===== src/rtl/pipeline_sequencer.sv =====
// Pipeline run-control: stage enables, bubbles, PC enable,
// per-stage valid tracking, debug modes and counters.
module pipeline_sequencer #(
  parameter int NUM_STAGES = 5,
  parameter int HAZ_STAGE  = 1,
  parameter int CNT_WIDTH  = 32,
  parameter int STEP_WIDTH = 8,
  parameter int RESET_RUN  = 0
) (
  input  logic                  i_clk,
  input  logic                  i_rst_n,
  input  logic                  i_cmd_valid,
  input  logic [1:0]            i_cmd,
  input  logic [STEP_WIDTH-1:0] i_step_count,
  input  logic                  i_ext_stall,
  input  logic                  i_hazard,
  input  logic                  i_flush,
  input  logic                  i_fetch_valid,
  output logic                  o_pc_en,
  output logic [NUM_STAGES-1:0] o_stage_en,
  output logic [NUM_STAGES-1:0] o_bubble,
  output logic [NUM_STAGES-1:0] o_stage_valid,
  output logic [1:0]            o_state,
  output logic                  o_step_done,
  output logic                  o_cmd_err,
  output logic [CNT_WIDTH-1:0]  o_cycle_cnt,
  output logic [CNT_WIDTH-1:0]  o_retired_cnt
);

  typedef enum logic [1:0] {
    S_HALT  = 2'b00,
    S_RUN   = 2'b01,
    S_STEP  = 2'b10,
    S_DRAIN = 2'b11
  } state_e;

  localparam state_e RST_STATE =
    (RESET_RUN != 0) ? S_RUN : S_HALT;
  localparam int LAST = NUM_STAGES - 1;

  state_e                  state_q, state_d;
  logic [NUM_STAGES-1:0]   valid_q, valid_d;
  logic [CNT_WIDTH-1:0]    cyc_q, cyc_d;
  logic [CNT_WIDTH-1:0]    ret_q, ret_d;
  logic [STEP_WIDTH-1:0]   rem_q, rem_d;
  logic                    done_q, done_d;
  logic                    err_q, err_d;

  logic                    adv;
  logic                    drain;
  logic                    halted;
  logic [NUM_STAGES-1:0]   stage_en;
  logic [NUM_STAGES-1:0]   bubble;
  logic                    pc_en;
  logic [NUM_STAGES-1:0]   shift_in;
  logic                    is_run;
  logic                    is_step;
  logic                    is_halt;
  logic                    is_drain;

  assign halted = (state_q == S_HALT);
  assign drain  = (state_q == S_DRAIN);
  assign adv    = !halted && !i_ext_stall;

  assign is_run   = (i_cmd == 2'b00);
  assign is_step  = (i_cmd == 2'b01);
  assign is_halt  = (i_cmd == 2'b10);
  assign is_drain = (i_cmd == 2'b11);

  // Hazard freezes the front registers and PC; flush is
  // dropped under hazard so the branch re-evaluates later.
  always_comb begin
    stage_en = '0;
    bubble   = '0;
    pc_en    = 1'b0;
    if (adv) begin
      for (int k = 0; k < NUM_STAGES; k++) begin
        stage_en[k] = !(i_hazard && (k < HAZ_STAGE));
      end
      bubble[HAZ_STAGE] = i_hazard;
      bubble[0] = (i_flush && !i_hazard) || drain;
      pc_en = !i_hazard && !drain;
    end
  end

  assign shift_in = {valid_q[NUM_STAGES-2:0], i_fetch_valid};

  // Valid bits shift with the pipe, cleared by bubbles.
  always_comb begin
    valid_d = valid_q;
    for (int k = 0; k < NUM_STAGES; k++) begin
      if (stage_en[k]) begin
        valid_d[k] = bubble[k] ? 1'b0 : shift_in[k];
      end
    end
  end

  // Counters advance only on cycles the pipe moves.
  always_comb begin
    cyc_d = cyc_q;
    ret_d = ret_q;
    if (adv) begin
      cyc_d = cyc_q + 1'b1;
      if (valid_q[LAST]) begin
        ret_d = ret_q + 1'b1;
      end
    end
  end

  // Mode FSM: STEP/DRAIN completion, then command handling
  // so that a HALT command cancels a same-cycle done.
  always_comb begin
    state_d = state_q;
    rem_d   = rem_q;
    done_d  = 1'b0;
    err_d   = 1'b0;
    if (adv && state_q == S_STEP) begin
      if (rem_q <= STEP_WIDTH'(1)) begin
        rem_d   = '0;
        state_d = S_HALT;
        done_d  = 1'b1;
      end else begin
        rem_d = rem_q - 1'b1;
      end
    end
    if (adv && drain && valid_d == '0) begin
      state_d = S_HALT;
      done_d  = 1'b1;
    end
    if (i_cmd_valid) begin
      unique case (1'b1)
        is_halt: begin
          state_d = S_HALT;
          done_d  = 1'b0;
        end
        is_run: begin
          if (halted) state_d = S_RUN;
          else        err_d   = 1'b1;
        end
        is_step: begin
          if (halted) begin
            state_d = S_STEP;
            rem_d   = (i_step_count == '0) ?
                      STEP_WIDTH'(1) : i_step_count;
          end else begin
            err_d = 1'b1;
          end
        end
        is_drain: begin
          if (halted) state_d = S_DRAIN;
          else        err_d   = 1'b1;
        end
        default: err_d = 1'b0;
      endcase
    end
  end

  // State register with synchronous active-low reset.
  always_ff @(posedge i_clk) begin
    if (!i_rst_n) begin
      state_q <= RST_STATE;
      valid_q <= '0;
      cyc_q   <= '0;
      ret_q   <= '0;
      rem_q   <= '0;
      done_q  <= 1'b0;
      err_q   <= 1'b0;
    end else begin
      state_q <= state_d;
      valid_q <= valid_d;
      cyc_q   <= cyc_d;
      ret_q   <= ret_d;
      rem_q   <= rem_d;
      done_q  <= done_d;
      err_q   <= err_d;
    end
  end

  assign o_pc_en       = pc_en;
  assign o_stage_en    = stage_en;
  assign o_bubble      = bubble;
  assign o_stage_valid = valid_q;
  assign o_state       = state_q;
  assign o_step_done   = done_q;
  assign o_cmd_err     = err_q;
  assign o_cycle_cnt   = cyc_q;
  assign o_retired_cnt = ret_q;

endmodule


===== config.mk =====
export PLATFORM = sky130hd
export DESIGN_NAME = pipeline_sequencer
export DESIGN_NICKNAME = d
export VERILOG_FILES = /design/src/rtl/pipeline_sequencer.sv
export SDC_FILE = /design/constraint.sdc
export NUM_CORES = 1
export LEC_CHECK = 0
export CORE_ASPECT_RATIO = 0.5
export CORE_UTILIZATION = 50
export CTS_CLUSTER_SIZE = 20
export DETAILED_ROUTE_END_ITERATION = 7
export GPL_ROUTABILITY_DRIVEN = 0
export PLACE_DENSITY = 0.86
export SYNTH_ARGS = -nofsm -noshare
export SYNTH_HDL_FRONTEND = slang
export SYNTH_SLANG_ARGS = --single-unit
export TNS_END_PERCENT = 5

===== constraint.sdc =====
create_clock -name i_clk -period 2.2 [get_ports i_clk]
set_input_delay 0.22 -clock i_clk [delete_from_list [all_inputs] [get_ports i_clk]]
set_output_delay 0.22 -clock i_clk [all_outputs]
set_load 0.02 [all_outputs]

==> results of run 1 <==
## cell families (layout without fill, tap and decap cells)
logic type,count (synthesis),after routing
and+or+nand+nor,247,247
AOI/OAI and AO/OA,100,100
DFF,81,81
buffers and inverters,43,159
xor gates and xnor gates,19,19
muxes,14,14
adders and majority gates,5,5
other,1,3
## final cells by class
type / instances / share of cell area, %
clock buffer: 10 / 4.14
clock inverter: 6 / 0.998
inverter: 8 / 0.586
multi-input combinational: 388 / 41.3
sequential: 81 / 28.1
tap: 112 / 2.43
timing repair buffer: 135 / 22.5
## power by group through the flow
stage               clock [uW]  combinational, uW  sequential, uW
finish                    1490                342            1500
global route              1560                375            1500
CTS                       1510                342            1500
detailed placement           0                339            1530
global placement             0                333            1530
floorplan                    0                191            1540
## worst max-delay path: stages, from the launching register on
cell and delay (ns):
dfxtp_1 0.39, nand4_1 0.23, or4_1 0.76, or4_1 0.53
a21oi_1 0.15
## flip-flops by register name, indices dropped and copies added, names as in the netlist
signal and cells:
o_cmd_err 1, o_cycle_cnt 32, o_retired_cnt 32, o_stage_valid 5, o_state 2, o_step_done 1, rem_q 8
## cells in the mapped netlist, types with 7 or more instances
cell type,n
a21oi_1,46
and3_1,12
and4_1,11
buf_4,7
clkbuf_1,22
dfxtp_1,81
inv_1,7
mux2i_1,14
nand2_1,55
nand2b_1,15
nand3_1,23
nand4_1,31
nor2_1,28
nor4_1,9
o21ai_0,18
o31ai_1,18
or3_1,15
or4_1,22
xor2_1,13
## through the flow
stage          utilization, %  TNS [ns]
2_1_floorplan               -         0
5_1_grt                  71.6   -0.0136
3_5_place_dp             67.5     -3.00
6_report                 71.6         0
4_1_cts                  71.3         0
3_3_place_gp             67.5     -2.07
## per-layer routing
metal	vias up	wire length (um)	global-route usage (%)
li1	2115	-	-
met3	17	750	6.62
met1	2034	5040	33.1
met4	0	136	9.74
met5	-	0	0
met2	153	5150	43.4
## how the worst max path moves through the flow
stage | to | cells after the start | slack, ns
after floorplan | o_cycle_cnt[20] | 6 | 0.09
after global placement | o_cycle_cnt[21] | 6 | -0.15
after detailed placement | o_cycle_cnt[30] | 6 | -0.21
after CTS | o_stage_en[0] | 6 | 0.05
after global routing | o_retired_cnt[21] | 4 | -0.01
final | o_retired_cnt[25] | 4 | 0.08
==> metrics.md, run 1 <==
| Metric | Value |
|---|---|
| Final design instance area without fill | 5770 um2 |
| Tot Pwr | about 3300 uW |
| NetSw | 793 uW |
| Clock sink count | between 80 and 90 |
| Fill count | 605 |
| First-pass GRT wire length | between 15000 and 20000 um |
| Syn. warnings | 0 |
| DRT iter0 DRCs | 362 |
| Largest net degree at the start of global routing | 42 |
| Hold WS | between 0.4 and 0.5 ns |
| Static leakage | 0.00211 uW |
| Share of cells above drive strength 1 | ~10% |
| Crit share post-route | 96.5% |
| WL per Instance | 15.0 um |
| CP Max Fanout | 10 |
| Worst R2R Setup Slack | 0.08 ns |
| Overall global routing resource usage | 26.1% |
| Logic pwr share | 10.3% |
| Worst-case hold path end point | rem_q[4] |
| Pwr dens | 578 nW/um2 |
| CP Class | reg2reg |
| Sequential share of the synthesized area | 38.8% |
| Area grow syn2layout | 37.9% |
| Peak VDD IR | 0.000429 V |
| Share of power burned in registers | about 45% |
| Netlist cell types | between 50 and 60 |
| Post-Syn Area | between 4000 and 5000 um2 |
| CTS tree | yes |
| Tmin final | 2.12 ns |
| Final #Nets | 644 |
| Die area | around 8800 um2 |
| Number of gates resized after CTS | 3 |
| Req. time, crit path | around 2.5 ns |
| Crit path arrival time | 2.40 ns |
| DRC | 1 |
| Initial core utilization | slightly above 50% |
| Reg clk slew, reported paths | around 0.06 ns |
| Worst setup EP type | flip-flop |
| Finished Layout Cells | 740 |
| CTS buffer count | 9 |
| Post-synth top area cell | dfxtp_1 |
| Min-delay worst type | in2reg |
| Failing checks | design-rule violations |
| Post-Syn Area per Cell | 8.20 um2 |
| CTS Root Cell | clkbuf_16 |
| Synth Area in Compound Gates | 14.3% |
| Fin worst setup slack | 0.0766 ns |
| Hold Fails Final Rpt | 0 |
| Achievable Freq | 471 MHz |
| Chip height | 66.7 um |
| Area taken by multi-input logic gates | 2380 um2 |
| Top-area cell type share of the netlist area | 38.8% |
| Seq cells post-synth | 81 |
| DP HPWL | 7690 um |
| Slew Limit Fails | 0 |
| Unrepaired setup endpoints after global routing | true |
| Largest cells by area after synthesis | dfxtp_1, a21oi_1, nand2_1 |
| Storage cell area | 1620 um2 |
| Grt ovf | 0 |
| # port buffers | 97 |
| Synth Area in XOR/XNOR | around 4.0% |
| Dominant synthesized flop cell | dfxtp_1 |
| Leading cell type in the layout, fill and taps excluded | clkdlybuf4s50_1 |
| # diodes | 0 |
| Vias in the first global route | 3937 |
| R2R cell count | 4 |
| Internal cell power | 2540 uW |
| Mapped Cells | 510 |
| Vias/cell | 5.84 |
| Sw Share | 23.8% |
| H-tree depth | 3 |
| Adder-Cell Fraction of Synth Area | 1.44% |
| DR vias | 4319 |
| Initial antenna violation count | 0 |
| FP Rows | 23 |
| Dpl ws | -0.208 ns |
| Worst-Skew Late Latency | 0.34 ns |
| HP Start | i_step_count[4] |
| Main combinational cell family by area after synthesis | simple AND/OR/NAND/NOR gates |
| DR pass1 iterations | 7 |
| Setup Skew | 0.00625 ns |
| Post-synthesis async set-or-reset flop share | 0% |
| Status | complete, but fails checks |
| Post-Synth Simple-Gate Area | 33.3% |
| Longest Clk Path Bufs | 2 |
| Maxcap violations | 0 |
| Startpoint Class | flip-flop |
| Die Wd | roughly 130 um |
| End of the worst register-to-register path | o_retired_cnt[25] |
| Cell Area, Placed | 5440 um2 |
| Post-Place Cells | 724 |
| R2r startpoint | o_retired_cnt[7] |
| Final setup vio count | 0 |
| Post-CTS Hold Buffers | 0 |
| Worst hold stages | 3 |
| Post-CTS Repair Setup Buffers | 0 |
| I/O pin cnt | 101 |
| Most frequent cells in the layout | clkdlybuf4s50_1, dfxtp_1, nand2_1 |
| Clock network power share | 44.7% |
| Core footprint | 8060 um2 |
| Total Wirelength | 11100 um |
| Crit path from | o_retired_cnt[7] |
| Post-synth EDFFs | 0 |
| Number of routed nets with antenna violations | 0 |
| Mux cell area share after synthesis | 3.35% |
Power figures use the tool's default switching activity.
==> run 2: changes to the inputs <==
GPL_TIMING_DRIVEN = 0   (was not set)
==> run 2 against run 1 <==
Compared with the run above: the flow now finishes without violations; first-iteration DRC count down 6.6%; via count up 2.7%; routed wire length up 5.1%; sequential share of layout area up 0.48 points; largest power group is now the clock network; critical path type unchanged; worst setup slack worse by 0.068 ns; register-to-register slack worse by 0.07 ns; design area down 1.2%; highest routed layer unchanged; largest cell class unchanged.
==> metrics.md, run 2 (synthesis gave the netlist of run 1 again) <==
| Metric | Value |
|---|---|
| Largest net degree at the start of global routing | 14 (-67%) |
| Vias in the first global route | 3961 (+0.61%) |
| Chip height | 66.7 um (unchanged) |
| Status | finished, final reports clean |
| Final setup vio count | 0 (unchanged) |
| Unrepaired setup endpoints after global routing | true |
| Grt ovf | 0 (unchanged) |
| Utilization after layout | 70.7% (-0.87 points) |
| CTS buffer count | 9 (unchanged) |
| Critical path, cell by cell | nand3_1, or4_1, buf_2, buf_6, clkbuf_1, o31ai_1, a21oi_1 |
| Number of routed nets with antenna violations | 0 (unchanged) |
| Crit share post-route | 99.6% (+3.1 points) |
| Final design instance area without fill | 5700 um2 (-1.2%) |
| I/O pin cnt | 101 (unchanged) |
| DR pass1 iterations | 7 (unchanged) |
| Relative slew slack | between 50 and 60% |
| Tot Pwr | 3450 uW (+3.6%) |
| Slowest CP cell | dfxtp_1 |
| Post-Place Cells | 720 (-0.55%) |
| Die area | 8750 um2 (unchanged) |
| Hold WS | 0.345 ns (-0.101 ns) |
| DR vias | 4434 (+2.7%) |
| FP Rows | 23 (unchanged) |
| Maxcap violations | 0 (unchanged) |
| Post-CTS Hold Buffers | 0 (unchanged) |
| Peak VDD IR | 0.000430 V (+0.21%) |
| Worst setup EP type | flip-flop |
| Worst-Skew Late Latency | 0.34 ns (about the same) |
| DRC | 0 (-1) |
| Slew at the pin closest to its max-slew limit | roughly 0.63 ns |
| Initial core utilization | 51.9% (unchanged) |
| Most frequent cells in the layout | clkdlybuf4s50_1, dfxtp_1, nand2_1 |
| H-tree depth | 3 (unchanged) |
| Req. time, crit path | 2.41 ns (-0.06 ns) |
| Min-delay worst type | in2reg |
| Area grow syn2layout | 36.2% |
| WP buf/inv | 3 (+3) |
| Longest Clk Path Bufs | 2 (unchanged) |
| WL per Instance | 15.8 um (+5.4%) |
| Crit-path max cell delay | 0.44 ns (-0.32 ns) |
| Total Wirelength | 11600 um (+5.1%) |
| Slew Limit Fails | 0 (unchanged) |
| Leading cell type in the layout, fill and taps excluded | clkdlybuf4s50_1 |
| Cell Area, Placed | 5290 um2 (-2.8%) |
| Die Wd | 131 um (unchanged) |
| Share of cells above drive strength 1 | 8.63% (-1.1 points) |
| DRT iter0 DRCs | 338 (-6.6%) |
| Static leakage | 0.00203 uW (-3.6%) |
| Initial antenna violation count | 0 (unchanged) |
| CP Max Fanout | 10 (unchanged) |
| Startpoint Class | flip-flop |
| Reg clk slew, reported paths | 0.06 ns (about the same) |
| CTS tree | yes |
| # diodes | 0 (unchanged) |
| Overall global routing resource usage | 26.8% (+0.67 points) |
| Crit path arrival time | 2.40 ns (about the same) |
| Pwr dens | 606 nW/um2 (+4.9%) |
| # port buffers | 96 (-1.0%) |
| Finished Layout Cells | 738 (-0.27%) |
| Achievable Freq | 456 MHz (-3.1%) |
| CP Class | reg2reg |
| Hold Fails Final Rpt | 0 (unchanged) |
| Setup Skew | 0.00717 ns (+0.000925 ns) |
| Tmin final | 2.19 ns (+0.0682 ns) |
| Final #Nets | 642 (-0.31%) |
| Clock sink count | 81 (unchanged) |
| First-pass GRT wire length | 18600 um (+1.5%) |
| DP HPWL | 8020 um (+4.3%) |
| Core footprint | 8060 um2 (unchanged) |
| Cell family with most CP delay | simple AND/OR/NAND/NOR gates |
| CTS Root Cell | clkbuf_16 |
| Vias/cell | 6.01 (+2.9%) |
| Fill count | 634 (+4.8%) |
run 2: per-layer routing:
layer  wire [um]  GRT usage (%)
met3         809           6.09
met2        5390           44.6
met4         180           10.2
met5           0              0
met1        5260           34.2
run 2: what timing repair did:
| item | in CTS | in global routing |
|---|---|---|
| setup buffers | 0 | 2 |
| gates resized for setup | 22 | 23 |
| pin swaps | 1 | 2 |
| endpoints found under the setup margin | 31 | 38 |
run 2: final timing paths:
path | start | end | slack (ns) | depth (start not counted)
max | o_cycle_cnt[2] | o_cycle_cnt[21] | 0.008 | 7
min | i_hazard | o_stage_valid[1] | 0.34 | 3
max reg2reg | o_cycle_cnt[2] | o_cycle_cnt[21] | 0.008 | 7
min reg2reg | o_retired_cnt[31] | o_retired_cnt[31] | 0.48 | 2
run 2: report_power, final:
group          leakage, uW  total [uW]  internal [uW]  switching, uW
sequential        0.000657        1510           1490           21.4
clock             0.000159        1620           1020            594
combinational      0.00121         329            139            190
run 2: layout make-up:
type / count / area, um2 / share of cell area (%)
multi-input combinational: 388 / 2410 / 42.2
inverter: 8 / 30.0 / 0.527
buffer: 35 / 201 / 3.54
timing repair buffer: 98 / 967 / 17.0
clock inverter: 5 / 78.8 / 1.38
sequential: 81 / 1630 / 28.6
tap: 112 / 140 / 2.46
clock buffer: 11 / 243 / 4.26
run 2: per-stage QoR:
step	setup TNS, ns	setup slack [ns]
after floorplan	0	0.0919
after global placement	-19.06	-1.07
after detailed placement	-20.18	-1.10
after CTS	0	0.00256
after global routing	-0.673	-0.108
final	0	0.00841
run 2: tightest hold or removal path, cell delays in order:
cell and delay [ns]:
dlymetal6s2s_1 0.21, nand3b_1 0.14, a21oi_1 0.06
==> run 3: changes to the inputs <==
SKIP_LAST_GASP = 1   (was not set)
SLEW_MARGIN = 5   (was not set)
==> run 3 against run 2 <==
Compared with the run above: the flow now finishes with violations (negative setup slack); combinational power down 2%; die area unchanged; maximum frequency down 3.4%; largest power group unchanged; design area down 0.46%; cell count rose by 0.14%; clock power barely moved; hold slack better by 0.024 ns; first-iteration DRC count decreased by 3.3%; via count rose by 0.32%; utilization is 0.33 points lower; routed wire length shrank 0.46%; count of clock-buffer cells in the layout stayed put.
==> metrics.md, run 3 (synthesis gave the netlist of run 1 again) <==
| Metric | Value |
|---|---|
| # port buffers | 96 (unchanged) |
| Slowest CP cell | dfxtp_1 |
| Initial antenna violation count | 0 (unchanged) |
| Setup TNS | -0.321 ns (-0.321 ns) |
| Startpoint Class | flip-flop |
| Failing checks | negative setup slack |
| Hold WS | 0.368 ns (+0.0235 ns) |
| Grt ovf | 0 (unchanged) |
| Slew at the pin closest to its max-slew limit | 1.01 ns (+0.380 ns) |
| Vias/cell | 6.02 (+0.18%) |
| Post-CTS Hold Buffers | 0 (unchanged) |
| DR vias | 4448 (+0.32%) |
| DP HPWL | 8020 um (unchanged) |
| Die area | 8750 um2 (unchanged) |
| Min-delay worst type | in2reg |
| Pwr dens | 609 nW/um2 (+0.46%) |
| Unrepaired setup endpoints after global routing | true |
| Relative slew slack | 32.1% (-26 points) |
| Overall global routing resource usage | 26.7% (-0.069 points) |
| Most frequent cells in the layout | clkdlybuf4s50_1, dfxtp_1, nand2_1 |
| DRC | 0 (unchanged) |
| Utilization after layout | 70.4% (-0.33 points) |
| Leading cell type in the layout, fill and taps excluded | clkdlybuf4s50_1 |
| Die Wd | 131 um (unchanged) |
| Req. time, crit path | 1.98 ns (-0.43 ns) |
| FP Rows | 23 (unchanged) |
| Final #Nets | 643 (+0.16%) |
| CTS buffer count | 9 (unchanged) |
| CTS Root Cell | clkbuf_16 |
| Largest net degree at the start of global routing | 14 (unchanged) |
| Setup Skew | 0.00635 ns (-0.000824 ns) |
| CTS tree | yes |
| Crit path arrival time | 2.05 ns (-0.35 ns) |
| Chip height | 66.7 um (unchanged) |
| Maxcap violations | 0 (unchanged) |
| Post-Place Cells | 720 (unchanged) |
| CP Class | reg2out |
| Worst-Skew Late Latency | 0.34 ns (about the same) |
| Core footprint | 8060 um2 (unchanged) |
| CP Max Fanout | 13 (+3) |
| H-tree depth | 3 (unchanged) |
| Vias in the first global route | 3962 (+0.025%) |
| Initial core utilization | 51.9% (unchanged) |
| Achievable Freq | 441 MHz (-3.4%) |
| Tmin final | 2.27 ns (+0.0776 ns) |
| Area grow syn2layout | 35.6% |
| I/O pin cnt | 101 (unchanged) |
| Number of routed nets with antenna violations | 0 (unchanged) |
| Fin worst setup slack | -0.0692 ns (-0.0776 ns) |
| Reg clk slew, reported paths | 0.06 ns (about the same) |
| Crit-path max cell delay | 0.39 ns (-0.05 ns) |
| Crit share post-route | 103% (+3.5 points) |
| Share of cells above drive strength 1 | 7.18% (-1.4 points) |
| CP most frequent cell | buf_4 |
| Finished Layout Cells | 739 (+0.14%) |
| WL per Instance | 15.7 um (-0.60%) |
| DRT iter0 DRCs | 327 (-3.3%) |
| First-pass GRT wire length | 18500 um (-0.26%) |
| Total Wirelength | 11600 um (-0.46%) |
| Longest Clk Path Bufs | 2 (unchanged) |
| DR pass1 iterations | 7 (unchanged) |
| Peak VDD IR | 0.000436 V (+1.4%) |
| Status | complete, but fails checks |
| Critical path, cell by cell | o21bai_2, buf_4, inv_1, clkbuf_4, clkbuf_8, buf_4, dlygate4sd2_1 |
| Clock sink count | 81 (unchanged) |
| Slew Limit Fails | 0 (unchanged) |
| Worst setup EP type | output pin |
| # diodes | 0 (unchanged) |
| Static leakage | 0.00195 uW (-4.1%) |
| Hold Fails Final Rpt | 0 (unchanged) |
| Final setup vio count | 5 (+5) |
[run 3: cell count changes in the layout (fill, tap and decap cells not counted), moves of 2 or more]
cell             before  now
dfxtp_1              75   78
clkdlybuf4s50_1      86   89
clkbuf_1             16   20
nor4_2                0    3
nor4_4                2    0
clkbuf_2              5    1
dfxtp_2               6    3
dlygate4sd2_1         3    6
dlymetal6s2s_1        3    0
[run 3: critical path: cells and delay by family, from the launching register on]
family,cells,cell delay [ns]
AOI/OAI and AO/OA,1,0.11
buffers and inverters,6,1.20
DFF,1,0.39
[run 3: cell type report]
type	count	area [um2]
repair buffers	99	971
well taps	112	140
inverters	8	30.0
flip-flops and latches	81	1630
multi-input cells	388	2390
clock buffers	11	243
fillers	639	2390
clock inverters	5	78.8
plain buffers	35	186
[run 3: final timing paths]
path	from	endpoint	slack, ns	depth (start not counted)
max reg2reg	o_cycle_cnt[7]	o_cycle_cnt[22]	0.01	6
min	i_ext_stall	o_step_done	0.37	2
max	o_state[1]	o_stage_en[4]	-0.07	7
min reg2reg	o_retired_cnt[31]	o_retired_cnt[31]	0.48	2
[run 3: through the flow]
stage	total power, uW	setup WS, ns	area [um2]
6_report	3450	-0.0692	5670
5_1_grt	3560	-0.166	5670
4_1_cts	3460	-0.0938	5620
3_5_place_dp	1860	-1.10	5290
3_3_place_gp	1850	-1.07	5290
2_1_floorplan	1730	0.0919	4190
[run 3: repair_timing]
item,in CTS,in global routing
resized for setup,15,13
pin swaps,0,2
endpoints found under the hold margin,0,0
setup endpoints to repair,31,45
setup buffers,0,3
[run 3: power breakdown]
part,total [uW],internal [uW],switching (uW)
sequential,1510,1490,21.3
combinational,322,134,188
clock,1620,1020,601
total,3450,2640,810
[run 3: metal layers]
metal / vias to the layer above / global-route usage (%) / routed length [um]
li1: 2123 / - / -
met5: - / 0 / 0
met4: 0 / 10.8 / 184
met1: 2124 / 34.2 / 5270
met3: 23 / 6.09 / 763
met2: 178 / 44.1 / 5370
